--- src/rtl/inst_fetch_arbiter_if.sv ---
// rtl/inst_fetch_arbiter_if.sv - ROM, IF-stage, redirect and debug read signals of the fetch arbiter
interface inst_fetch_arbiter_if;
    logic        rom_ce;
    logic [31:0] rom_addr;
    logic [31:0] rom_data;
    logic        if_valid;
    logic [31:0] if_inst;
    logic [31:0] if_pc;
    logic        if_ready;
    logic        br_flag;
    logic [31:0] br_target;
    logic        dbg_req;
    logic [31:0] dbg_addr;
    logic        dbg_gnt;
    logic        dbg_valid;
    logic [31:0] dbg_data;

    modport master (
        output rom_ce, rom_addr,
        input  rom_data,
        output if_valid, if_inst, if_pc,
        input  if_ready,
        input  br_flag, br_target,
        input  dbg_req, dbg_addr,
        output dbg_gnt, dbg_valid, dbg_data
    );

    modport slave (
        input  rom_ce, rom_addr,
        output rom_data,
        input  if_valid, if_inst, if_pc,
        output if_ready,
        output br_flag, br_target,
        output dbg_req, dbg_addr,
        input  dbg_gnt, dbg_valid, dbg_data
    );
endinterface

--- src/rtl/inst_fetch_arbiter.sv ---
// rtl/inst_fetch_arbiter.sv - prefetching instruction queue sharing the ROM read port with a debug reader
// Optional INST_DBG_PORT_EN enables debug read arbitration; otherwise debug outputs are tied low.
module inst_fetch_arbiter #(
    parameter logic [31:0] RESET_PC   = 32'h0000_0000,
    parameter int          FIFO_DEPTH = 4
) (
    input logic                  clk,
    input logic                  rst,
    inst_fetch_arbiter_if.master bus
);
    localparam int               PTR_W        = $clog2(FIFO_DEPTH);
    localparam int               CNT_W        = PTR_W + 1;
    localparam logic [CNT_W-1:0] DEPTH_CNT    = CNT_W'(FIFO_DEPTH);
    localparam logic             ROMCE_ENABLE = 1'b1;

    typedef enum logic [1:0] {
        SLOT_IDLE  = 2'd0,
        SLOT_FETCH = 2'd1,
        SLOT_DBG   = 2'd2
    } slot_t;

    slot_t            last_gnt;
    slot_t            last_gnt_next;
    slot_t            slot;
    logic             fetch_want;
    logic             dbg_want;
    logic [31:0]      fetch_pc;
    logic [PTR_W-1:0] wr_ptr;
    logic [PTR_W-1:0] rd_ptr;
    logic [CNT_W-1:0] count;
    logic [31:0]      inst_mem [FIFO_DEPTH];
    logic [31:0]      pc_mem   [FIFO_DEPTH];
    logic             empty;
    logic             push;
    logic             pop;

    always_ff @(posedge clk or negedge rst) begin
        if (!rst) begin
            last_gnt <= SLOT_FETCH;
        end else begin
            last_gnt <= last_gnt_next;
        end
    end

    // A full queue never fetches, even when the head is popped this cycle.
    always_comb begin
        slot          = SLOT_IDLE;
        last_gnt_next = last_gnt;
        fetch_want    = rst && (count < DEPTH_CNT) && !bus.br_flag;
`ifdef INST_DBG_PORT_EN
        dbg_want      = rst && bus.dbg_req;
`else
        dbg_want      = 1'b0;
`endif
        if (fetch_want && dbg_want) begin
            slot = (last_gnt == SLOT_DBG) ? SLOT_FETCH : SLOT_DBG;
        end else if (fetch_want) begin
            slot = SLOT_FETCH;
        end else if (dbg_want) begin
            slot = SLOT_DBG;
        end
        if (slot != SLOT_IDLE) begin
            last_gnt_next = slot;
        end
    end

    always_comb begin
        bus.rom_ce   = ~ROMCE_ENABLE;
        bus.rom_addr = 32'h0;
        case (slot)
            SLOT_FETCH: begin
                bus.rom_ce   = ROMCE_ENABLE;
                bus.rom_addr = fetch_pc;
            end
            SLOT_DBG: begin
                bus.rom_ce   = ROMCE_ENABLE;
                bus.rom_addr = bus.dbg_addr;
            end
            default: begin
                bus.rom_ce   = ~ROMCE_ENABLE;
                bus.rom_addr = 32'h0;
            end
        endcase
    end

    assign empty        = (count == '0);
    assign push         = (slot == SLOT_FETCH);
    assign pop          = bus.if_valid && bus.if_ready;
    assign bus.if_valid = !empty && !bus.br_flag;
    assign bus.if_inst  = empty ? 32'h0 : inst_mem[rd_ptr];
    assign bus.if_pc    = empty ? 32'h0 : pc_mem[rd_ptr];

    // A redirect flushes everything and voids any pop in the same cycle.
    always_ff @(posedge clk or negedge rst) begin
        if (!rst) begin
            fetch_pc <= RESET_PC;
            wr_ptr   <= '0;
            rd_ptr   <= '0;
            count    <= '0;
        end else if (bus.br_flag) begin
            fetch_pc <= bus.br_target & ~32'h3;
            wr_ptr   <= '0;
            rd_ptr   <= '0;
            count    <= '0;
        end else begin
            if (push) begin
                wr_ptr   <= wr_ptr + 1'b1;
                fetch_pc <= fetch_pc + 32'd4;
            end
            if (pop) begin
                rd_ptr <= rd_ptr + 1'b1;
            end
            if (push && !pop) begin
                count <= count + 1'b1;
            end else if (pop && !push) begin
                count <= count - 1'b1;
            end
        end
    end

    always_ff @(posedge clk) begin
        if (push) begin
            inst_mem[wr_ptr] <= bus.rom_data;
            pc_mem[wr_ptr]   <= fetch_pc;
        end
    end

`ifdef INST_DBG_PORT_EN
    logic        dbg_valid_q;
    logic [31:0] dbg_data_q;

    always_ff @(posedge clk or negedge rst) begin
        if (!rst) begin
            dbg_valid_q <= 1'b0;
            dbg_data_q  <= 32'h0;
        end else begin
            dbg_valid_q <= (slot == SLOT_DBG);
            if (slot == SLOT_DBG) begin
                dbg_data_q <= bus.rom_data;
            end
        end
    end

    assign bus.dbg_gnt   = (slot == SLOT_DBG);
    assign bus.dbg_valid = dbg_valid_q;
    assign bus.dbg_data  = dbg_data_q;
`else
    logic unused_dbg;
    assign unused_dbg    = bus.dbg_req;
    assign bus.dbg_gnt   = 1'b0;
    assign bus.dbg_valid = 1'b0;
    assign bus.dbg_data  = 32'h0;
`endif
endmodule
--- src/flat_wrapper.sv ---
// flat-port wrapper written by rule: the top's interface ports become plain ports
module inst_fetch_arbiter_flat 
#(
    parameter logic [31:0] RESET_PC   = 32'h0000_0000,
    parameter int          FIFO_DEPTH = 4
)
  (clk, rst, bus_rom_ce, bus_rom_addr, bus_rom_data, bus_if_valid, bus_if_inst, bus_if_pc, bus_if_ready, bus_br_flag, bus_br_target, bus_dbg_req, bus_dbg_addr, bus_dbg_gnt, bus_dbg_valid, bus_dbg_data);
  inst_fetch_arbiter_if bus_i ();
  input logic clk;
  input logic rst;
  output wire logic [$bits(bus_i.rom_ce)-1:0] bus_rom_ce;
  output wire logic [$bits(bus_i.rom_addr)-1:0] bus_rom_addr;
  input wire logic [$bits(bus_i.rom_data)-1:0] bus_rom_data;
  output wire logic [$bits(bus_i.if_valid)-1:0] bus_if_valid;
  output wire logic [$bits(bus_i.if_inst)-1:0] bus_if_inst;
  output wire logic [$bits(bus_i.if_pc)-1:0] bus_if_pc;
  input wire logic [$bits(bus_i.if_ready)-1:0] bus_if_ready;
  input wire logic [$bits(bus_i.br_flag)-1:0] bus_br_flag;
  input wire logic [$bits(bus_i.br_target)-1:0] bus_br_target;
  input wire logic [$bits(bus_i.dbg_req)-1:0] bus_dbg_req;
  input wire logic [$bits(bus_i.dbg_addr)-1:0] bus_dbg_addr;
  output wire logic [$bits(bus_i.dbg_gnt)-1:0] bus_dbg_gnt;
  output wire logic [$bits(bus_i.dbg_valid)-1:0] bus_dbg_valid;
  output wire logic [$bits(bus_i.dbg_data)-1:0] bus_dbg_data;
  assign bus_rom_ce = bus_i.rom_ce;
  assign bus_rom_addr = bus_i.rom_addr;
  assign bus_i.rom_data = bus_rom_data;
  assign bus_if_valid = bus_i.if_valid;
  assign bus_if_inst = bus_i.if_inst;
  assign bus_if_pc = bus_i.if_pc;
  assign bus_i.if_ready = bus_if_ready;
  assign bus_i.br_flag = bus_br_flag;
  assign bus_i.br_target = bus_br_target;
  assign bus_i.dbg_req = bus_dbg_req;
  assign bus_i.dbg_addr = bus_dbg_addr;
  assign bus_dbg_gnt = bus_i.dbg_gnt;
  assign bus_dbg_valid = bus_i.dbg_valid;
  assign bus_dbg_data = bus_i.dbg_data;
  inst_fetch_arbiter #(.RESET_PC(RESET_PC), .FIFO_DEPTH(FIFO_DEPTH)) u_core (.clk(clk), .rst(rst), .bus(bus_i));
endmodule
--- config.mk ---
export PLATFORM = sky130hd
export DESIGN_NAME = inst_fetch_arbiter_flat
export DESIGN_NICKNAME = d
export VERILOG_FILES = /design/src/rtl/inst_fetch_arbiter_if.sv /design/src/rtl/inst_fetch_arbiter.sv /design/src/flat_wrapper.sv
export SDC_FILE = /design/constraint.sdc
export NUM_CORES = 1
export LEC_CHECK = 0
export CAP_MARGIN = 20
export CORE_ASPECT_RATIO = 0.75
export CORE_MARGIN = 5
export CORE_UTILIZATION = 35
export DETAILED_ROUTE_END_ITERATION = 10
export DONT_BUFFER_PORTS = 1
export PLACE_DENSITY_LB_ADDON = 0.05
export RECOVER_POWER = 100
export REMOVE_ABC_BUFFERS = 1
export SETUP_SLACK_MARGIN = 0.2
export SLEW_MARGIN = 5
export SYNTH_ARGS = -nofsm -noshare
export SYNTH_HDL_FRONTEND = slang
export SYNTH_SLANG_ARGS = --single-unit
--- constraint.sdc ---
create_clock -name clk -period 2.8 [get_ports clk]
set_input_delay 0.56 -clock clk [delete_from_list [all_inputs] [get_ports clk]]
set_output_delay 0.56 -clock clk [all_outputs]
set_load 0.03 [all_outputs]
==> results of run 1 <==
==> final cells by class <==
cell class	instances	area share
timing repair buffer	58	0.04915
multi-input combinational	379	0.2459
clock inverter	17	0.006535
clock buffer	39	0.05685
sequential	285	0.5996
tap	450	0.04029
inverter	6	0.001611
==> where the power goes <==
part	leakage [nW]	switching, mW	internal (mW)	total [mW]
clock	0.421	1.59	1.99	3.58
sequential	2.68	0.182	4.98	5.16
combinational	1.62	3.01	1.99	5.01
==> Yosys cell counts, drive strengths merged, types with 6 or more instances <==
library cell    n
a31oi          17
and2           64
and3           39
buf            49
clkbuf         33
dfrtp          37
edfxtp        248
mux4           62
nand2          23
nand3          10
nand4          10
nor2           25
o21ai          16
o31ai          13
or3             6
or4            13
xor2           11
==> path summary, 6_finish.rpt <==
| check | start | endpoint | slack [ns] | cells past startpoint |
|---|---|---|---|---|
| setup / recovery | u_core.rd_ptr[0]$_DFFE_PN0P_ | bus_if_pc[15] | 0.08 | 5 |
| hold / removal | bus_br_flag | u_core.rd_ptr[1]$_DFFE_PN0P_ | 0.07 | 1 |
| setup reg to reg | u_core.count[2]$_DFFE_PN0P_ | u_core.pc_mem[1][8]$_DFFE_PP_ | 0.22 | 4 |
| hold reg to reg | u_core.fetch_pc[22]$_DFFE_PN0N_ | u_core.pc_mem[1][22]$_DFFE_PP_ | 0.60 | 0 |
| max in group asynchronous | rst | u_core.rd_ptr[1]$_DFFE_PN0P_ | 2.13 | 2 |
| min in group asynchronous | rst | u_core.fetch_pc[5]$_DFFE_PN0N_ | 0.45 | 2 |
==> per-stage QoR <==
stage          instances    util  area (um^2)  setup WS (ns)
2_1_floorplan        670       -        11690         -1.195
3_3_place_gp        1152  0.3752        12660         0.4426
3_5_place_dp        1152  0.3752        12660         0.4301
4_1_cts             1232  0.4180        14110        0.06208
5_1_grt             1234  0.4142        13980       0.009893
6_report            1234  0.4142        13980        0.08450
==> layer usage <==
layer | up-vias | global-route usage | routed length (um)
li1 | 2813 | - | -
met2 | 151 | 0.2481 | 14230
met3 | 32 | 0.04991 | 2003
met1 | 3356 | 0.2029 | 12830
met4 | 0 | 0.02902 | 514
met5 | - | 0 | 0
==> layout by cell type, fill, tap and decap left out, types with 9 or more instances in the layout <==
master     instances
buf_4             10
a31oi_1           17
edfxtp_1         248
dfrtp_1           35
nand4_1           10
clkbuf_1          20
and3_1            33
nor2_1            25
buf_12            10
o31ai_1           13
xor2_1            11
nand3_1            9
nand2_1           23
or4_1             13
buf_6             11
and2_2            11
clkbuf_16         31
and2_4            51
o21ai_0           16
mux4_2            62
conb_1            38
clkinv_1          10
==> sequential cells by signal (all words and copies together) (netlist names) <==
| signal | count |
|---|---|
| u_core.count | 3 |
| u_core.fetch_pc | 30 |
| u_core.inst_mem | 128 |
| u_core.pc_mem | 120 |
| u_core.rd_ptr | 2 |
| u_core.wr_ptr | 2 |
==> timing repair <==
action | 4_1_cts | 5_1_grt
hold buffers | 2 | 0
setup buffers | 17 | 1
gates cloned | 5 | 1
resized for setup | 142 | 7
hold endpoints to repair | 37 | 0
pin swaps | 0 | 1
endpoints found under the setup margin | 89 | 66
==> kinds of logic (layout without fill, tap and decap cells) <==
| group | after synthesis | after routing | share of synthesized area |
|---|---|---|---|
| xor+xnor | 15 | 15 | 0.01092 |
| simple gates | 205 | 205 | 0.09992 |
| other cells | 1 | 38 | 0.0003116 |
| buf+inv | 88 | 120 | 0.04242 |
| fa+ha+maj | 6 | 6 | 0.006862 |
| compound gates | 52 | 52 | 0.02693 |
| flops | 285 | 285 | 0.6958 |
| mux | 63 | 63 | 0.1169 |
==> report_table.html, run 1 <==
<table>
<tr><th>Metric</th><th>Value</th></tr>
<tr><th colspan="2">Critical path</th></tr>
<tr><td>Crit path largest cell delay</td><td>0.52 ns</td></tr>
<tr><td>Highest-delay cell along the critical path</td><td>dfrtp_4</td></tr>
<tr><td>Cell type with the highest occurrence count on the critical path</td><td>buf_12</td></tr>
<tr><td>Type of the worst setup path</td><td>flip-flop to output pin</td></tr>
<tr><td>Largest fanout on the critical path</td><td>4</td></tr>
<tr><td>Worst setup SP type</td><td>flip-flop</td></tr>
<tr><td>Kind of capture point of the worst setup path</td><td>output pin</td></tr>
<tr><td>CP Data Arrival Time</td><td>2.16 ns</td></tr>
<tr><td>Required arrival time at the worst endpoint</td><td>2.24 ns</td></tr>
<tr><td>Buffer and inverter count on the worst path</td><td>3</td></tr>
<tr><td>CP top delay family</td><td>flip-flops</td></tr>
<tr><td>Crit path cell chain</td><td>buf_12 &gt; buf_12 &gt; buf_6 &gt; mux4_2 &gt; and2_2</td></tr>
<tr><th colspan="2">Placement</th></tr>
<tr><td>DP HPWL</td><td>17750 um</td></tr>
<tr><td>Routability congestion estimate</td><td>0.7493</td></tr>
<tr><td>Count of input and output buffers</td><td>0</td></tr>
<tr><th colspan="2">Final layout</th></tr>
<tr><td>Filler instances</td><td>3063</td></tr>
<tr><td>Fraction of layout instances using a drive strength above 1</td><td>0.2832</td></tr>
<tr><td>Total area of sequential cells</td><td>0.008381 mm^2</td></tr>
<tr><td>Multi-input combinational cell area</td><td>0.003437 mm^2</td></tr>
<tr><td># diodes</td><td>0</td></tr>
<tr><td>Area added between synthesis and finish</td><td>16.14%</td></tr>
<tr><td>Nets</td><td>867</td></tr>
<tr><th colspan="2">Die</th></tr>
<tr><td>Core outline area</td><td>0.03374 mm^2</td></tr>
<tr><td>Starting density of the core</td><td>0.3566</td></tr>
<tr><td>I/O pins</td><td>233</td></tr>
<tr><td>Total die area</td><td>0.03823 mm^2</td></tr>
<tr><td>X dimension of the die</td><td>224.1 um</td></tr>
<tr><td>Y dimension of the die</td><td>170.6 um</td></tr>
<tr><td>Std cell rows</td><td>58</td></tr>
<tr><th colspan="2">Clocking</th></tr>
<tr><td>CTS tree</td><td>built</td></tr>
<tr><td>CTS Sinks</td><td>285</td></tr>
<tr><td>H-Tree Level Count</td><td>1</td></tr>
<tr><td>Number of buffers inserted during clock tree synthesis</td><td>30</td></tr>
<tr><td>Clock transition at the registers of the reported paths</td><td>0.06 ns</td></tr>
<tr><td>Max Root-Sink Buffers</td><td>3</td></tr>
<tr><td>Latest clock arrival within the worst-skew pair</td><td>0.57 ns</td></tr>
<tr><td>Clock root buffer master</td><td>clkbuf_16</td></tr>
<tr><th colspan="2">Yosys</th></tr>
<tr><td>Post-synthesis instance area</td><td>0.01203 mm^2</td></tr>
<tr><td>EDFF count, synth</td><td>248</td></tr>
<tr><td>Top cell type by total area after synthesis</td><td>edfxtp_1</td></tr>
<tr><td>Leading cell types by total area after synthesis</td><td>edfxtp_1 62%, mux4_2 12%, dfrtp_1 7.7%</td></tr>
<tr><td>Most used flip-flop cell after synthesis</td><td>edfxtp_1</td></tr>
<tr><td>Sequential fraction of the synthesis area</td><td>0.6958</td></tr>
<tr><td>Proportion of netlist area held by the largest area contributor</td><td>0.6188</td></tr>
<tr><td>Fraction of registers with async set/reset</td><td>0.1298</td></tr>
<tr><td>Number of cells produced by synthesis</td><td>715</td></tr>
<tr><td>Total number of yosys warnings</td><td>0</td></tr>
<tr><td>Yosys cell types</td><td>42</td></tr>
<tr><td>Post-Syn Area per Cell</td><td>16.83 um^2</td></tr>
<tr><td>Count of state elements after synthesis</td><td>285</td></tr>
<tr><th colspan="2">STA</th></tr>
<tr><td>Final sum of negative setup slack</td><td>0 ns</td></tr>
<tr><td>F_max</td><td>368.3 MHz</td></tr>
<tr><td>Clock period minus final worst setup slack</td><td>2.715 ns</td></tr>
<tr><td>Total setup violations reported at the end of the flow</td><td>0</td></tr>
<tr><td>Measured slew at the worst slew-check pin</td><td>0.8670 ns</td></tr>
<tr><td>Number of hold violations in the final report</td><td>0</td></tr>
<tr><td>Max-Slew Margin vs Limit</td><td>0.4220</td></tr>
<tr><td>Worst Skew</td><td>0.02203 ns</td></tr>
<tr><td>Worst Hold Slack</td><td>0.06894 ns</td></tr>
<tr><td>Total count of max-transition violations in the final report</td><td>0</td></tr>
<tr><td>Post-route fraction of the period consumed by the critical path</td><td>0.9698</td></tr>
<tr><td>Unrepaired setup endpoints after global routing</td><td>yes</td></tr>
<tr><th colspan="2">Pwr</th></tr>
<tr><td>Overall Power</td><td>13.74 mW</td></tr>
<tr><td>P per Cell Area</td><td>983.2 mW/mm^2</td></tr>
<tr><td>Leakage</td><td>4.726 nW</td></tr>
<tr><td>Maximum resistive drop on vdd</td><td>0.4307 mV</td></tr>
<tr><th colspan="2">Drt</th></tr>
<tr><td>Number of routed nets with antenna violations</td><td>0</td></tr>
<tr><td>Vias per cell</td><td>5.147</td></tr>
<tr><td>Number of detailed-routing iterations run before antenna repair</td><td>4</td></tr>
<tr><td>Total length of routed wires</td><td>29570 um</td></tr>
<tr><td># DRC</td><td>0</td></tr>
<tr><td>Overall via count from detail_route</td><td>6352</td></tr>
<tr><td>Number of DRC violations after detailed-routing iteration 0</td><td>340</td></tr>
<tr><td>Routed len/inst</td><td>23.97 um</td></tr>
<tr><th colspan="2">Global routing</th></tr>
<tr><td>Total overflow reported by the global router</td><td>0</td></tr>
<tr><td>Largest net degree at the start of global routing</td><td>64</td></tr>
<tr><td>Wire length of the first global-routing pass</td><td>43990 um</td></tr>
<tr><td>Number of antenna violations at the first check in global routing</td><td>0</td></tr>
<tr><td>Vias in the first global route</td><td>6832</td></tr>
<tr><td>Global Route Usage Sum</td><td>0.1520</td></tr>
<tr><th colspan="2">Worst hold path</th></tr>
<tr><td>Worst hold path type</td><td>primary input to flip-flop</td></tr>
<tr><th colspan="2">Outcome</th></tr>
<tr><td>Status</td><td>finished, final reports clean</td></tr>
<tr><th colspan="2">Run</th></tr>
<tr><td>Count of max-cap constraint violations</td><td>0</td></tr>
</table>
No activity file was read; power rests on OpenSTA's default activity.
==> inputs of run 2 (changes only) <==
REMOVE_ABC_BUFFERS = not set   (was 1)
clock period = 3.3 ns   (was 2.8 ns; I/O delays follow)
==> run 2 against run 1 <==
Effect of this change:
- cell count is 3.5% lower
- sequential share of layout area rose by 2.2 points
- critical path depth down 2
- clock power shrank 13%
- sequential power down 14%
- combinational power fell by 34%
- via count down 2.0%
- the run now ends with capacitance limit, slew limit left
- clock-buffer cell count up 1
- highest routed layer unchanged
- largest power group unchanged
- flip-flop and latch count stayed put
- die area stayed put
==> report_table.html, run 2 (same netlist as run 1, synthesis figures left out) <==
<table>
<tr><th>Metric</th><th>Value</th></tr>
<tr><th colspan="2">Final layout</th></tr>
<tr><td>Registers with the most flip-flops</td><td>u_core.inst_mem (128), u_core.pc_mem (120), u_core.fetch_pc (30) (unchanged)</td></tr>
<tr><td>Register name with the most flops</td><td>u_core.inst_mem (unchanged)</td></tr>
<tr><td>Fraction of layout instances using a drive strength above 1</td><td>0.1754 (was 0.2832)</td></tr>
<tr><td>Area added between synthesis and finish</td><td>12.04% (was 16.14%)</td></tr>
<tr><td>Nets</td><td>831 (was 867)</td></tr>
<tr><td># diodes</td><td>0 (unchanged)</td></tr>
<tr><td>Number of flip-flops in the largest register</td><td>128 (unchanged)</td></tr>
<tr><td>Most used cells in the layout excluding fill and tap cells</td><td>248 x edfxtp_1, 62 x mux4_2, 62 x and2_0 (was 248 x edfxtp_1, 62 x mux4_2, 51 x and2_4)</td></tr>
<tr><td>Most frequent standard cell in the layout excluding fill and tap cells</td><td>edfxtp_1 (unchanged)</td></tr>
<tr><th colspan="2">Global routing</th></tr>
<tr><td>Number of antenna violations at the first check in global routing</td><td>0 (unchanged)</td></tr>
<tr><td>Global Route Usage Sum</td><td>0.1480 (was 0.1520)</td></tr>
<tr><td>Vias in the first global route</td><td>6523 (was 6832)</td></tr>
<tr><td>Total overflow reported by the global router</td><td>0 (unchanged)</td></tr>
<tr><td>Wire length of the first global-routing pass</td><td>42980 um (was 43990 um)</td></tr>
<tr><td>Largest net degree at the start of global routing</td><td>64 (unchanged)</td></tr>
<tr><th colspan="2">Drt</th></tr>
<tr><td>Number of DRC violations after detailed-routing iteration 0</td><td>444 (was 340)</td></tr>
<tr><td># DRC</td><td>0 (unchanged)</td></tr>
<tr><td>Metal1 wirelength</td><td>12390 um (was 12830 um)</td></tr>
<tr><td>Total length of routed wires</td><td>28620 um (was 29570 um)</td></tr>
<tr><td>Vias per cell</td><td>5.228 (was 5.147)</td></tr>
<tr><td>Met2 routed WL</td><td>13860 um (was 14230 um)</td></tr>
<tr><td>Top layer used by detailed routing</td><td>met4 (unchanged)</td></tr>
<tr><td>Overall via count from detail_route</td><td>6227 (was 6352)</td></tr>
<tr><td>Number of routed nets with antenna violations</td><td>0 (unchanged)</td></tr>
<tr><td>Detailed-routed wire length on met3</td><td>1810 um (was 2003 um)</td></tr>
<tr><td>Routed len/inst</td><td>24.03 um (was 23.97 um)</td></tr>
<tr><td>Number of detailed-routing iterations run before antenna repair</td><td>5 (was 4)</td></tr>
<tr><th colspan="2">STA</th></tr>
<tr><td>Unrepaired setup endpoints after global routing</td><td>no (was yes)</td></tr>
<tr><td>Clock period minus final worst setup slack</td><td>3.015 ns</td></tr>
<tr><td>Total setup violations reported at the end of the flow</td><td>0 (unchanged)</td></tr>
<tr><td>Measured slew at the worst slew-check pin</td><td>1.671 ns (was 0.8670 ns)</td></tr>
<tr><td>F_max</td><td>331.7 MHz</td></tr>
<tr><td>Total count of max-transition violations in the final report</td><td>27 (was 0)</td></tr>
<tr><td>Final worst setup slack</td><td>0.2849 ns (was 0.08450 ns)</td></tr>
<tr><td>Worst Skew</td><td>0.01853 ns (was 0.02203 ns)</td></tr>
<tr><td>Final sum of negative setup slack</td><td>0 ns (unchanged)</td></tr>
<tr><td>Post-route fraction of the period consumed by the critical path</td><td>0.9137</td></tr>
<tr><td>Max-Slew Margin vs Limit</td><td>-0.1141 (was 0.4220)</td></tr>
<tr><td>Number of hold violations in the final report</td><td>0 (unchanged)</td></tr>
<tr><th colspan="2">Critical path</th></tr>
<tr><td>Depth of the worst register-to-register path</td><td>3 (was 4)</td></tr>
<tr><td>Crit path largest cell delay</td><td>0.66 ns (was 0.52 ns)</td></tr>
<tr><td>Kind of capture point of the worst setup path</td><td>output pin (unchanged)</td></tr>
<tr><td>CP Data Arrival Time</td><td>2.36 ns (was 2.16 ns)</td></tr>
<tr><td>Required arrival time at the worst endpoint</td><td>2.64 ns (was 2.24 ns)</td></tr>
<tr><td>Worst setup SP type</td><td>flip-flop (unchanged)</td></tr>
<tr><td>Crit path depth</td><td>3 (was 5)</td></tr>
<tr><td>Setup slack of the most critical reg-to-reg path</td><td>0.34 ns (was 0.22 ns)</td></tr>
<tr><td>Type of the worst setup path</td><td>flip-flop to output pin (unchanged)</td></tr>
<tr><td>R2R Path Start</td><td>u_core.count[2]$_DFFE_PN0P_ (unchanged)</td></tr>
<tr><td>Crit path cell chain</td><td>buf_12 &gt; mux4_2 &gt; and2_0 (was buf_12 &gt; buf_12 &gt; buf_6 &gt; mux4_2 &gt; and2_2)</td></tr>
<tr><td>Endpoint of the worst-slack reg-to-reg timing path</td><td>u_core.inst_mem[0][25]$_DFFE_PP_ (was u_core.pc_mem[1][8]$_DFFE_PP_)</td></tr>
<tr><td>Largest fanout on the critical path</td><td>43 (was 4)</td></tr>
<tr><td>Buffer and inverter count on the worst path</td><td>1 (was 3)</td></tr>
<tr><td>Worst setup path start</td><td>u_core.rd_ptr[1]$_DFFE_PN0P_ (was u_core.rd_ptr[0]$_DFFE_PN0P_)</td></tr>
<tr><td>Highest-delay cell along the critical path</td><td>dfrtp_4 (unchanged)</td></tr>
<tr><td>CP top delay family</td><td>flip-flops (unchanged)</td></tr>
<tr><td>Critical path destination</td><td>bus_if_pc[12] (was bus_if_pc[15])</td></tr>
<tr><th colspan="2">Pwr</th></tr>
<tr><td>Switching share of total power</td><td>0.3474 (was 0.3482)</td></tr>
<tr><td>Net switching power figure</td><td>3.777 mW (was 4.784 mW)</td></tr>
<tr><td>Overall Power</td><td>10.87 mW (was 13.74 mW)</td></tr>
<tr><td>Maximum resistive drop on vdd</td><td>0.3109 mV (was 0.4307 mV)</td></tr>
<tr><td>Part of the power in combinational logic</td><td>0.305 (was 0.364)</td></tr>
<tr><td>Leakage</td><td>4.406 nW (was 4.726 nW)</td></tr>
<tr><td>Sequential Power Share</td><td>0.407 (was 0.375)</td></tr>
<tr><td>P per Cell Area</td><td>806.3 mW/mm^2 (was 983.2 mW/mm^2)</td></tr>
<tr><td>Internal power component</td><td>7.095 mW (was 8.957 mW)</td></tr>
<tr><td>Share of total power in the clock network</td><td>0.288 (was 0.260)</td></tr>
<tr><th colspan="2">Die</th></tr>
<tr><td>Std cell rows</td><td>58 (unchanged)</td></tr>
<tr><td>Core outline area</td><td>0.03374 mm^2 (unchanged)</td></tr>
<tr><td>X dimension of the die</td><td>224.1 um (unchanged)</td></tr>
<tr><td>Total die area</td><td>0.03823 mm^2 (unchanged)</td></tr>
<tr><td>Y dimension of the die</td><td>170.6 um (unchanged)</td></tr>
<tr><td>Starting density of the core</td><td>0.3566 (unchanged)</td></tr>
<tr><td>I/O pins</td><td>233 (unchanged)</td></tr>
<tr><th colspan="2">Placement</th></tr>
<tr><td>Routability congestion estimate</td><td>0.7667 (was 0.7493)</td></tr>
<tr><td>DP HPWL</td><td>17500 um (was 17750 um)</td></tr>
<tr><td>Count of input and output buffers</td><td>0 (unchanged)</td></tr>
<tr><td>Place WS</td><td>0.5536 ns (was 0.4301 ns)</td></tr>
<tr><th colspan="2">Clocking</th></tr>
<tr><td>H-Tree Level Count</td><td>1 (unchanged)</td></tr>
<tr><td>Clock transition at the registers of the reported paths</td><td>0.06 ns (about the same)</td></tr>
<tr><td>Max Root-Sink Buffers</td><td>3 (unchanged)</td></tr>
<tr><td>CTS tree</td><td>built (unchanged)</td></tr>
<tr><td>Clock root buffer master</td><td>clkbuf_16 (unchanged)</td></tr>
<tr><td>Latest clock arrival within the worst-skew pair</td><td>0.55 ns (was 0.57 ns)</td></tr>
<tr><td>CTS Sinks</td><td>285 (unchanged)</td></tr>
<tr><td>Number of buffers inserted during clock tree synthesis</td><td>29 (was 30)</td></tr>
<tr><th colspan="2">Outcome</th></tr>
<tr><td>Failing checks</td><td>capacitance limit, slew limit</td></tr>
<tr><td>Status</td><td>finished, violations left (was finished, final reports clean)</td></tr>
<tr><th colspan="2">Run</th></tr>
<tr><td>Count of max-cap constraint violations</td><td>1 (was 0)</td></tr>
<tr><th colspan="2">Worst hold path</th></tr>
<tr><td>Startpoint of the worst hold path</td><td>bus_br_flag (unchanged)</td></tr>
<tr><td>Worst hold path type</td><td>primary input to flip-flop (unchanged)</td></tr>
</table>
==> run 2: cell types whose count changed in the layout (fill, tap and decap cells not counted), sizes merged <==
| cell | delta |
|---|---|
| bufinv | +2 |
| buf | -18 |
| clkinv | -9 |
| clkinvlp | -2 |
| clkbuf | -16 |
==> run 2: what timing repair did <==
| action | CTS | global route |
|---|---|---|
| setup buffers | 5 | 0 |
| endpoints found under the setup margin | 45 | 62 |
| hold buffers | 2 | 0 |
| hold endpoints to repair | 37 | 0 |
| resized for setup | 0 | 1 |
==> run 2: worst min-delay path by stage <==
stage | cells after the start | to | slack [ns]
6_report | 1 | u_core.rd_ptr[1]$_DFFE_PN0P_ | 0.18
5_1_grt | 1 | u_core.rd_ptr[0]$_DFFE_PN0P_ | 0.14
4_1_cts | 1 | u_core.rd_ptr[1]$_DFFE_PN0P_ | 0.14
3_5_place_dp | 0 | u_core.fetch_pc[2]$_DFFE_PN0N_ | 0.37
3_3_place_gp | 0 | u_core.fetch_pc[2]$_DFFE_PN0N_ | 0.37
2_1_floorplan | 0 | u_core.count[0]$_DFFE_PN0P_ | 0.36
==> run 2: final cells by class <==
type,instances,area [um^2]
tap,450,563.0
sequential,285,8381
timing repair buffer,23,330.3
clock inverter,8,88.84
multi-input combinational,379,3291
clock buffer,40,807.0
fill,3086,20260
inverter,6,22.52
==> run 2: per-layer routing <==
metal | vias up | track usage
met5 | - | 0
met4 | 0 | 0.02955
met3 | 33 | 0.03654
met2 | 199 | 0.2402
met1 | 3264 | 0.2063
li1 | 2731 | -
==> run 2: through the flow <==
stage	hold slack (ns)	cells	util	area [um^2]
6_report	0.1754	1191	0.3996	13480
5_1_grt	0.1441	1191	0.3996	13480
4_1_cts	0.1391	1191	0.4006	13520
3_5_place_dp	0.3668	1136	0.3706	12500
3_3_place_gp	0.3664	1136	0.3706	12500
2_1_floorplan	0.3644	752	-	12180
==> run 2: power by group through the flow <==
stage	Combinational (mW)	Sequential, mW	Clock (mW)
floorplan	2.73	4.39	0
global placement	3.17	4.58	0
detailed placement	3.22	4.61	0
CTS	3.46	4.43	3.23
global route	3.57	4.46	3.38
finish	3.31	4.43	3.13
==> inputs of run 3 (changes only) <==
CORE_ASPECT_RATIO = not set   (was 0.75)
==> run 3 against run 2 <==
Effect of this change:
- the flow still finishes with violations (capacitance limit, slew limit)
- setup slack lost 0.035 ns
- routed wire length up 0.58%
- critical path depth is the same
- die area decreased by 0.10%
- sequential power up 0.9%
- clock power increased by 22%
- hold slack better by 0.046 ns
- via count increased by 0.88%
- clock skew about the same
==> report_table.html, run 3 (same netlist as run 1, synthesis figures left out) <==
<table>
<tr><th>Metric</th><th>Value</th></tr>
<tr><th colspan="2">Die</th></tr>
<tr><td>Total die area</td><td>0.03819 mm^2 (was 0.03823 mm^2)</td></tr>
<tr><td>Y dimension of the die</td><td>195.4 um (was 170.6 um)</td></tr>
<tr><td>X dimension of the die</td><td>195.4 um (was 224.1 um)</td></tr>
<tr><td>I/O pins</td><td>233 (unchanged)</td></tr>
<tr><td>Std cell rows</td><td>68 (was 58)</td></tr>
<tr><td>Core outline area</td><td>0.03420 mm^2 (was 0.03374 mm^2)</td></tr>
<tr><td>Starting density of the core</td><td>0.3518 (was 0.3566)</td></tr>
<tr><th colspan="2">Critical path</th></tr>
<tr><td>Required arrival time at the worst endpoint</td><td>2.64 ns (about the same)</td></tr>
<tr><td>Largest fanout on the critical path</td><td>28 (was 43)</td></tr>
<tr><td>CP Data Arrival Time</td><td>2.39 ns (was 2.36 ns)</td></tr>
<tr><td>Type of the worst setup path</td><td>flip-flop to output pin (unchanged)</td></tr>
<tr><td>R2R Path Start</td><td>u_core.count[2]$_DFFE_PN0P_ (unchanged)</td></tr>
<tr><td>Endpoint of the worst-slack reg-to-reg timing path</td><td>u_core.pc_mem[2][17]$_DFFE_PP_ (was u_core.inst_mem[0][25]$_DFFE_PP_)</td></tr>
<tr><td>Worst setup SP type</td><td>flip-flop (unchanged)</td></tr>
<tr><td>Setup slack of the most critical reg-to-reg path</td><td>0.43 ns (was 0.34 ns)</td></tr>
<tr><td>Kind of capture point of the worst setup path</td><td>output pin (unchanged)</td></tr>
<tr><td>Depth of the worst register-to-register path</td><td>3 (unchanged)</td></tr>
<tr><th colspan="2">STA</th></tr>
<tr><td>Final worst setup slack</td><td>0.2500 ns (was 0.2849 ns)</td></tr>
<tr><td>Clock period minus final worst setup slack</td><td>3.050 ns (was 3.015 ns)</td></tr>
<tr><td>Total setup violations reported at the end of the flow</td><td>0 (unchanged)</td></tr>
<tr><td>Max-Slew Margin vs Limit</td><td>-0.04003 (was -0.1141)</td></tr>
<tr><td>F_max</td><td>327.9 MHz (was 331.7 MHz)</td></tr>
<tr><td>Worst Hold Slack</td><td>0.2210 ns (was 0.1754 ns)</td></tr>
<tr><td>Post-route fraction of the period consumed by the critical path</td><td>0.9242 (was 0.9137)</td></tr>
<tr><td>Worst Skew</td><td>0.01838 ns (was 0.01853 ns)</td></tr>
<tr><td>Number of hold violations in the final report</td><td>0 (unchanged)</td></tr>
<tr><td>Unrepaired setup endpoints after global routing</td><td>no (unchanged)</td></tr>
<tr><td>Final sum of negative setup slack</td><td>0 ns (unchanged)</td></tr>
<tr><td>Total count of max-transition violations in the final report</td><td>24 (was 27)</td></tr>
<tr><td>Measured slew at the worst slew-check pin</td><td>1.560 ns (was 1.671 ns)</td></tr>
<tr><th colspan="2">Drt</th></tr>
<tr><td>Total length of routed wires</td><td>28780 um (was 28620 um)</td></tr>
<tr><td>Number of DRC violations after detailed-routing iteration 0</td><td>348 (was 444)</td></tr>
<tr><td>Number of routed nets with antenna violations</td><td>0 (unchanged)</td></tr>
<tr><td>Overall via count from detail_route</td><td>6282 (was 6227)</td></tr>
<tr><td>Routed len/inst</td><td>23.67 um (was 24.03 um)</td></tr>
<tr><td>Number of detailed-routing iterations run before antenna repair</td><td>4 (was 5)</td></tr>
<tr><td>Vias per cell</td><td>5.166 (was 5.228)</td></tr>
<tr><td># DRC</td><td>0 (unchanged)</td></tr>
<tr><th colspan="2">Final layout</th></tr>
<tr><td>Most frequent standard cell in the layout excluding fill and tap cells</td><td>edfxtp_1 (unchanged)</td></tr>
<tr><td>Registers with the most flip-flops</td><td>u_core.inst_mem (128), u_core.pc_mem (120), u_core.fetch_pc (30) (unchanged)</td></tr>
<tr><td>Most used cells in the layout excluding fill and tap cells</td><td>248 x edfxtp_1, 62 x mux4_2, 43 x and2_0 (was 248 x edfxtp_1, 62 x mux4_2, 62 x and2_0)</td></tr>
<tr><td>Area added between synthesis and finish</td><td>13.38% (was 12.04%)</td></tr>
<tr><td>Number of flip-flops in the largest register</td><td>128 (unchanged)</td></tr>
<tr><td>Post-route design area</td><td>0.01364 mm^2 (was 0.01348 mm^2)</td></tr>
<tr><td>Nets</td><td>841 (was 831)</td></tr>
<tr><td>Filler instances</td><td>3165 (was 3086)</td></tr>
<tr><td>Register name with the most flops</td><td>u_core.inst_mem (unchanged)</td></tr>
<tr><td>Fraction of layout instances using a drive strength above 1</td><td>0.1855 (was 0.1754)</td></tr>
<tr><td>Final Non-Filler Cells</td><td>1216 (was 1191)</td></tr>
<tr><th colspan="2">Clocking</th></tr>
<tr><td>Clock transition at the registers of the reported paths</td><td>0.06 ns (about the same)</td></tr>
<tr><td>Clock root buffer master</td><td>clkbuf_16 (unchanged)</td></tr>
<tr><td>Max Root-Sink Buffers</td><td>3 (unchanged)</td></tr>
<tr><td>Latest clock arrival within the worst-skew pair</td><td>0.50 ns (was 0.55 ns)</td></tr>
<tr><td>Number of buffers inserted during clock tree synthesis</td><td>34 (was 29)</td></tr>
<tr><td>H-Tree Level Count</td><td>2 (was 1)</td></tr>
<tr><td>CTS Sinks</td><td>285 (unchanged)</td></tr>
<tr><td>CTS tree</td><td>built (unchanged)</td></tr>
<tr><th colspan="2">Placement</th></tr>
<tr><td>DP HPWL</td><td>17680 um (was 17500 um)</td></tr>
<tr><td>Place WS</td><td>0.4363 ns (was 0.5536 ns)</td></tr>
<tr><td>DP Area</td><td>0.01250 mm^2 (about the same)</td></tr>
<tr><td>Count of input and output buffers</td><td>0 (unchanged)</td></tr>
<tr><td>Placed Cells incl. Taps</td><td>1146 (was 1136)</td></tr>
<tr><td>Routability congestion estimate</td><td>0.7478 (was 0.7667)</td></tr>
<tr><th colspan="2">Global routing</th></tr>
<tr><td>Layer with the highest usage after global routing</td><td>met2 (unchanged)</td></tr>
<tr><td>Met1 track demand over resource in global routing</td><td>0.1965 (was 0.2063)</td></tr>
<tr><td>Met3 track demand over resource</td><td>0.04089 (was 0.03654)</td></tr>
<tr><td>Global Route Usage Sum</td><td>0.1444 (was 0.1480)</td></tr>
<tr><td>GRT met2 Usage</td><td>0.2308 (was 0.2402)</td></tr>
<tr><td>Largest net degree at the start of global routing</td><td>64 (unchanged)</td></tr>
<tr><td>Number of antenna violations at the first check in global routing</td><td>1 (was 0)</td></tr>
<tr><td>Total overflow reported by the global router</td><td>0 (unchanged)</td></tr>
<tr><td>Vias in the first global route</td><td>6661 (was 6523)</td></tr>
<tr><td>Wire length of the first global-routing pass</td><td>42200 um (was 42980 um)</td></tr>
<tr><th colspan="2">Worst hold path</th></tr>
<tr><td>Startpoint of the worst hold path</td><td>bus_br_flag (unchanged)</td></tr>
<tr><td>Cells on Worst Hold Path</td><td>1 (unchanged)</td></tr>
<tr><td>Worst hold path type</td><td>primary input to flip-flop (unchanged)</td></tr>
<tr><td>Endpoint, Worst Hold</td><td>u_core.rd_ptr[0]$_DFFE_PN0P_ (was u_core.rd_ptr[1]$_DFFE_PN0P_)</td></tr>
<tr><th colspan="2">Run</th></tr>
<tr><td>Count of max-cap constraint violations</td><td>1 (unchanged)</td></tr>
<tr><th colspan="2">Outcome</th></tr>
<tr><td>Failing checks</td><td>capacitance limit, slew limit (unchanged)</td></tr>
<tr><td>Status</td><td>finished, violations left (unchanged)</td></tr>
<tr><th colspan="2">Pwr</th></tr>
<tr><td>Leakage</td><td>4.500 nW (was 4.406 nW)</td></tr>
<tr><td>P per Cell Area</td><td>842.1 mW/mm^2 (was 806.3 mW/mm^2)</td></tr>
<tr><td>Maximum resistive drop on vdd</td><td>0.3593 mV (was 0.3109 mV)</td></tr>
</table>
==> run 3: changes by cell type in the layout (fill, tap and decap cells not counted), sizes merged <==
cell | previous run | this run
or3 | 6 | 7
buf | 19 | 13
clkinv | 5 | 11
clkinvlp | 1 | 2
bufinv | 2 | 4
diode | 0 | 1
clkbuf | 43 | 58
==> run 3: per-layer routing <==
layer	vias to the layer above	routed length (um)
li1	2769	-
met1	3258	12600
met2	219	13740
met3	36	1936
met4	0	506
met5	-	0
==> run 3: worst max path at each step <==
stage	startpoint	end	slack, ns	cells after the start
2_1_floorplan	rst	u_core.inst_mem[0][0]$_DFFE_PP_	0.68	4
3_3_place_gp	u_core.count[2]$_DFFE_PN0P_	bus_if_pc[18]	0.53	2
3_5_place_dp	u_core.count[2]$_DFFE_PN0P_	bus_if_pc[18]	0.44	2
4_1_cts	u_core.count[2]$_DFFE_PN0P_	bus_if_pc[18]	0.23	2
5_1_grt	u_core.rd_ptr[0]$_DFFE_PN0P_	bus_if_pc[31]	0.11	3
6_report	u_core.rd_ptr[1]$_DFFE_PN0P_	bus_if_inst[21]	0.25	3
==> run 3: timing repair <==
item                                    CTS  global route
resized for setup                         1             0
pin swaps                                 0             1
hold endpoints to repair                 37             0
endpoints found under the setup margin   62             1
buffers inserted                          4             0
cloned                                    0             1
hold buffers                              2             0
==> run 3: power breakdown <==
part / internal [mW] / switching, mW / total [mW] / leakage [nW]
sequential: 4.22 / 0.245 / 4.47 / 2.68
combinational: 0.944 / 2.27 / 3.22 / 1.25
clock: 2.39 / 1.42 / 3.81 / 0.563
total: 7.56 / 3.93 / 11.5 / 4.50
==> run 3: final cells by class <==
type                    count  area (um^2)  area share
flip-flops and latches    285         8378      0.6140
clock buffers              45        975.9     0.07153
inverters                   6        22.52    0.001651
well taps                 455        569.3     0.04172
multi-input cells         380         3307      0.2424
repair buffers             27        206.4     0.01513
clock inverters            17        182.7     0.01339
diodes                      1        2.502   0.0001834
==> run 3: stage by stage <==
step                      utilization  power (mW)
after floorplan                     -       7.113
after global placement         0.3654       7.743
after detailed placement       0.3654       7.802
after CTS                      0.4012       11.70
after global routing           0.3989       12.04
final                          0.3989       11.49
==> run 3: worst max-delay path, cell delays in order, from the launching register on <==
cell and delay [ns]:
dfrtp_2 0.84, buf_12 0.30, mux4_2 0.34, and2_0 0.36
==> edit: new RTL, flow settings as in run 3 <==
`FIFO_DEPTH` is set to 4 in 2 places; all go to 8.
--- a/src/rtl/inst_fetch_arbiter.sv
+++ b/src/rtl/inst_fetch_arbiter.sv
@@ -2,7 +2,7 @@
 // Optional INST_DBG_PORT_EN enables debug read arbitration; otherwise debug outputs are tied low.
 module inst_fetch_arbiter #(
     parameter logic [31:0] RESET_PC   = 32'h0000_0000,
-    parameter int          FIFO_DEPTH = 4
+    parameter int          FIFO_DEPTH = 8
 ) (
     input logic                  clk,
     input logic                  rst,
--- a/src/flat_wrapper.sv
+++ b/src/flat_wrapper.sv
@@ -2,7 +2,7 @@
 module inst_fetch_arbiter_flat 
 #(
     parameter logic [31:0] RESET_PC   = 32'h0000_0000,
-    parameter int          FIFO_DEPTH = 4
+    parameter int          FIFO_DEPTH = 8
 )
   (clk, rst, bus_rom_ce, bus_rom_addr, bus_rom_data, bus_if_valid, bus_if_inst, bus_if_pc, bus_if_ready, bus_br_flag, bus_br_target, bus_dbg_req, bus_dbg_addr, bus_dbg_gnt, bus_dbg_valid, bus_dbg_data);
   inst_fetch_arbiter_if bus_i ();
Function: no difference found for any inputs over 4 cycles, from zero or initial values and one cycle with rst low; that may be too few to reach the edited logic, so the function may still have changed.
==> edit against run 3 <==
- the flow finishes with violations (capacitance limit)
- power grew 82%
- setup slack lost 0.095 ns
- sequential cell count grew 251
- sequential power grew 81%
- clock power grew 67%
- design area grew 88%
- hold slack lost 0.092 ns
- synthesized area grew 79%
- routed wire length grew 85%
- combinational power grew 100%
- largest power group unchanged
==> edit: results (changes against run 3) <==
| Metric | Value |
|---|---|
| Status | complete, but fails checks (unchanged) |
| Violated checks | capacitance limit (was capacitance limit, slew limit) |
| Hold EP | u_core.wr_ptr[2] (was u_core.rd_ptr[0]) |
| Post CTS Setup Buffer Count | 18 (was 4) |
| Non-clock buffer share | 5.74% (was 1.51%) |
| Vias in the first global route | 11,500 (was 6,661) |
| Gp weighted congestion | 0.693 (was 0.748) |
| #MultiIn Comb | 511 (was 380) |
| Power Density | 817 nW/um^2 (was 842 nW/um^2) |
| Post-Synth XOR/XNOR Area | 1.42% (was 1.09%) |
| GR Util All Layers | 15.7% (was 14.4%) |
| Combinational share of power | 30.8% (was 28.0%) |
| Hold slack final | 0.129 ns (was 0.221 ns) |
| Largest regs | u_core.inst_mem (256), u_core.pc_mem (240), u_core.fetch_pc (30) (was u_core.inst_mem (128), u_core.pc_mem (120), u_core.fetch_pc (30)) |
| Vias | 10,600 (was 6,282) |
| CP arrival | 2.49 ns (was 2.39 ns) |
| Placed cell count | 1,960 (was 1,146) |
| Signal buffers | 146 (was 27) |
| R2R Setup Slk | 0.31 ns (was 0.43 ns) |
| Row cnt | 91 (was 68) |
| Least-Margin Pin Slew | 1.49 ns (was 1.56 ns) |
| Global-route wire length before repair | 78,200 um (was 42,200 um) |
| Clock power share | 30.4% (was 33.1%) |
| Max-Cap Viols | 1 (unchanged) |
| Ant diodes | 0 (was 1) |
| CP delay by family, top | buffers and inverters (was flip-flops) |
| Syn Inst Count | 1,118 (was 715) |
| FF-to-FF Start | u_core.count[3] (was u_core.count[2]) |
| Clock buffers | 74 (was 45) |
| Finished Layout Cells | 2,106 (was 1,216) |
| Portion of netlist area occupied by mux cells | 16.0% (was 11.7%) |
| Drt wl/cell | 25.3 um (was 23.7 um) |
| Fin Clk Skew | 0.0207 ns (was 0.0184 ns) |
| Largest net degree at the start of global routing | 72 (was 64) |
| Cell count of the worst reg-to-reg path | 5 (was 3) |
| Multi-input gate area | 5320 um^2 (was 3310 um^2) |
| Worst path slowest cell | dfrtp_4 (was dfrtp_2) |
| P_int | 14.3 mW (was 7.56 mW) |
| Fillers | 5,444 (was 3,165) |
| Top cells by area, synth | edfxtp_1 69%, mux4_2 13%, dfrtp_1 4.6% (was edfxtp_1 62%, mux4_2 12%, dfrtp_1 7.7%) |
| Share of post-route cells with drive strength above 1 | 28.1% (was 18.6%) |
| Lkg Pwr | 8.24 nW (was 4.50 nW) |
| Final net count | 1,373 (was 841) |
| FFs & Latches | 536 (was 285) |
| Fraction of area in registers | 62.1% (was 61.4%) |
| # resized after CTS | 45 (was 1) |
| Dpl cell area | 23,300 um^2 (was 12,500 um^2) |
| Worst setup startpoint | u_core.rd_ptr[0] (was u_core.rd_ptr[1]) |
| Post-place setup slack | 0.507 ns (was 0.436 ns) |
| Commonest cells in the netlist | 496 x edfxtp_1, 124 x mux4_2, 85 x nor2_1, 65 x mux2i_1, 45 x buf_4 (was 248 x edfxtp_1, 64 x and2_1, 62 x mux4_2, 38 x buf_4, 37 x dfrtp_1) |
| VDD IR max | 0.000587 V (was 0.000359 V) |
[edit: changes by cell type in the layout (fill, tap and decap cells not counted), moves of 33 or more]
cell      change
nor2_1       +46
and3_1       -33
buf_4        +34
clkbuf_2     +33
mux2i_1      +57
mux4_2       +62
edfxtp_1    +248
[edit: kinds of logic (layout without fill, tap and decap cells)]
logic type | Yosys count | after routing
AO/OA/AOI/OAI | 36 | 36
adder cells (fa/ha/maj) | 6 | 6
XOR/XNOR | 35 | 35
multiplexers | 190 | 190
buffers and inverters | 108 | 269
flip-flops | 536 | 536
AND/OR/NAND/NOR | 206 | 206
other | 1 | 38
[edit: routing by layer]
layer  routed length [um]  vias to the layer above  part of all wire, %  global-route usage (%)
met4                  796                        0                  1.5                    3.13
met3                 2540                       59                  4.8                    3.47
met1                24200                     5626                   45                    21.6
met5                    0                        -                    0                       0
li1                     -                     4662                    -                       -
met2                25900                      218                   48                    26.0
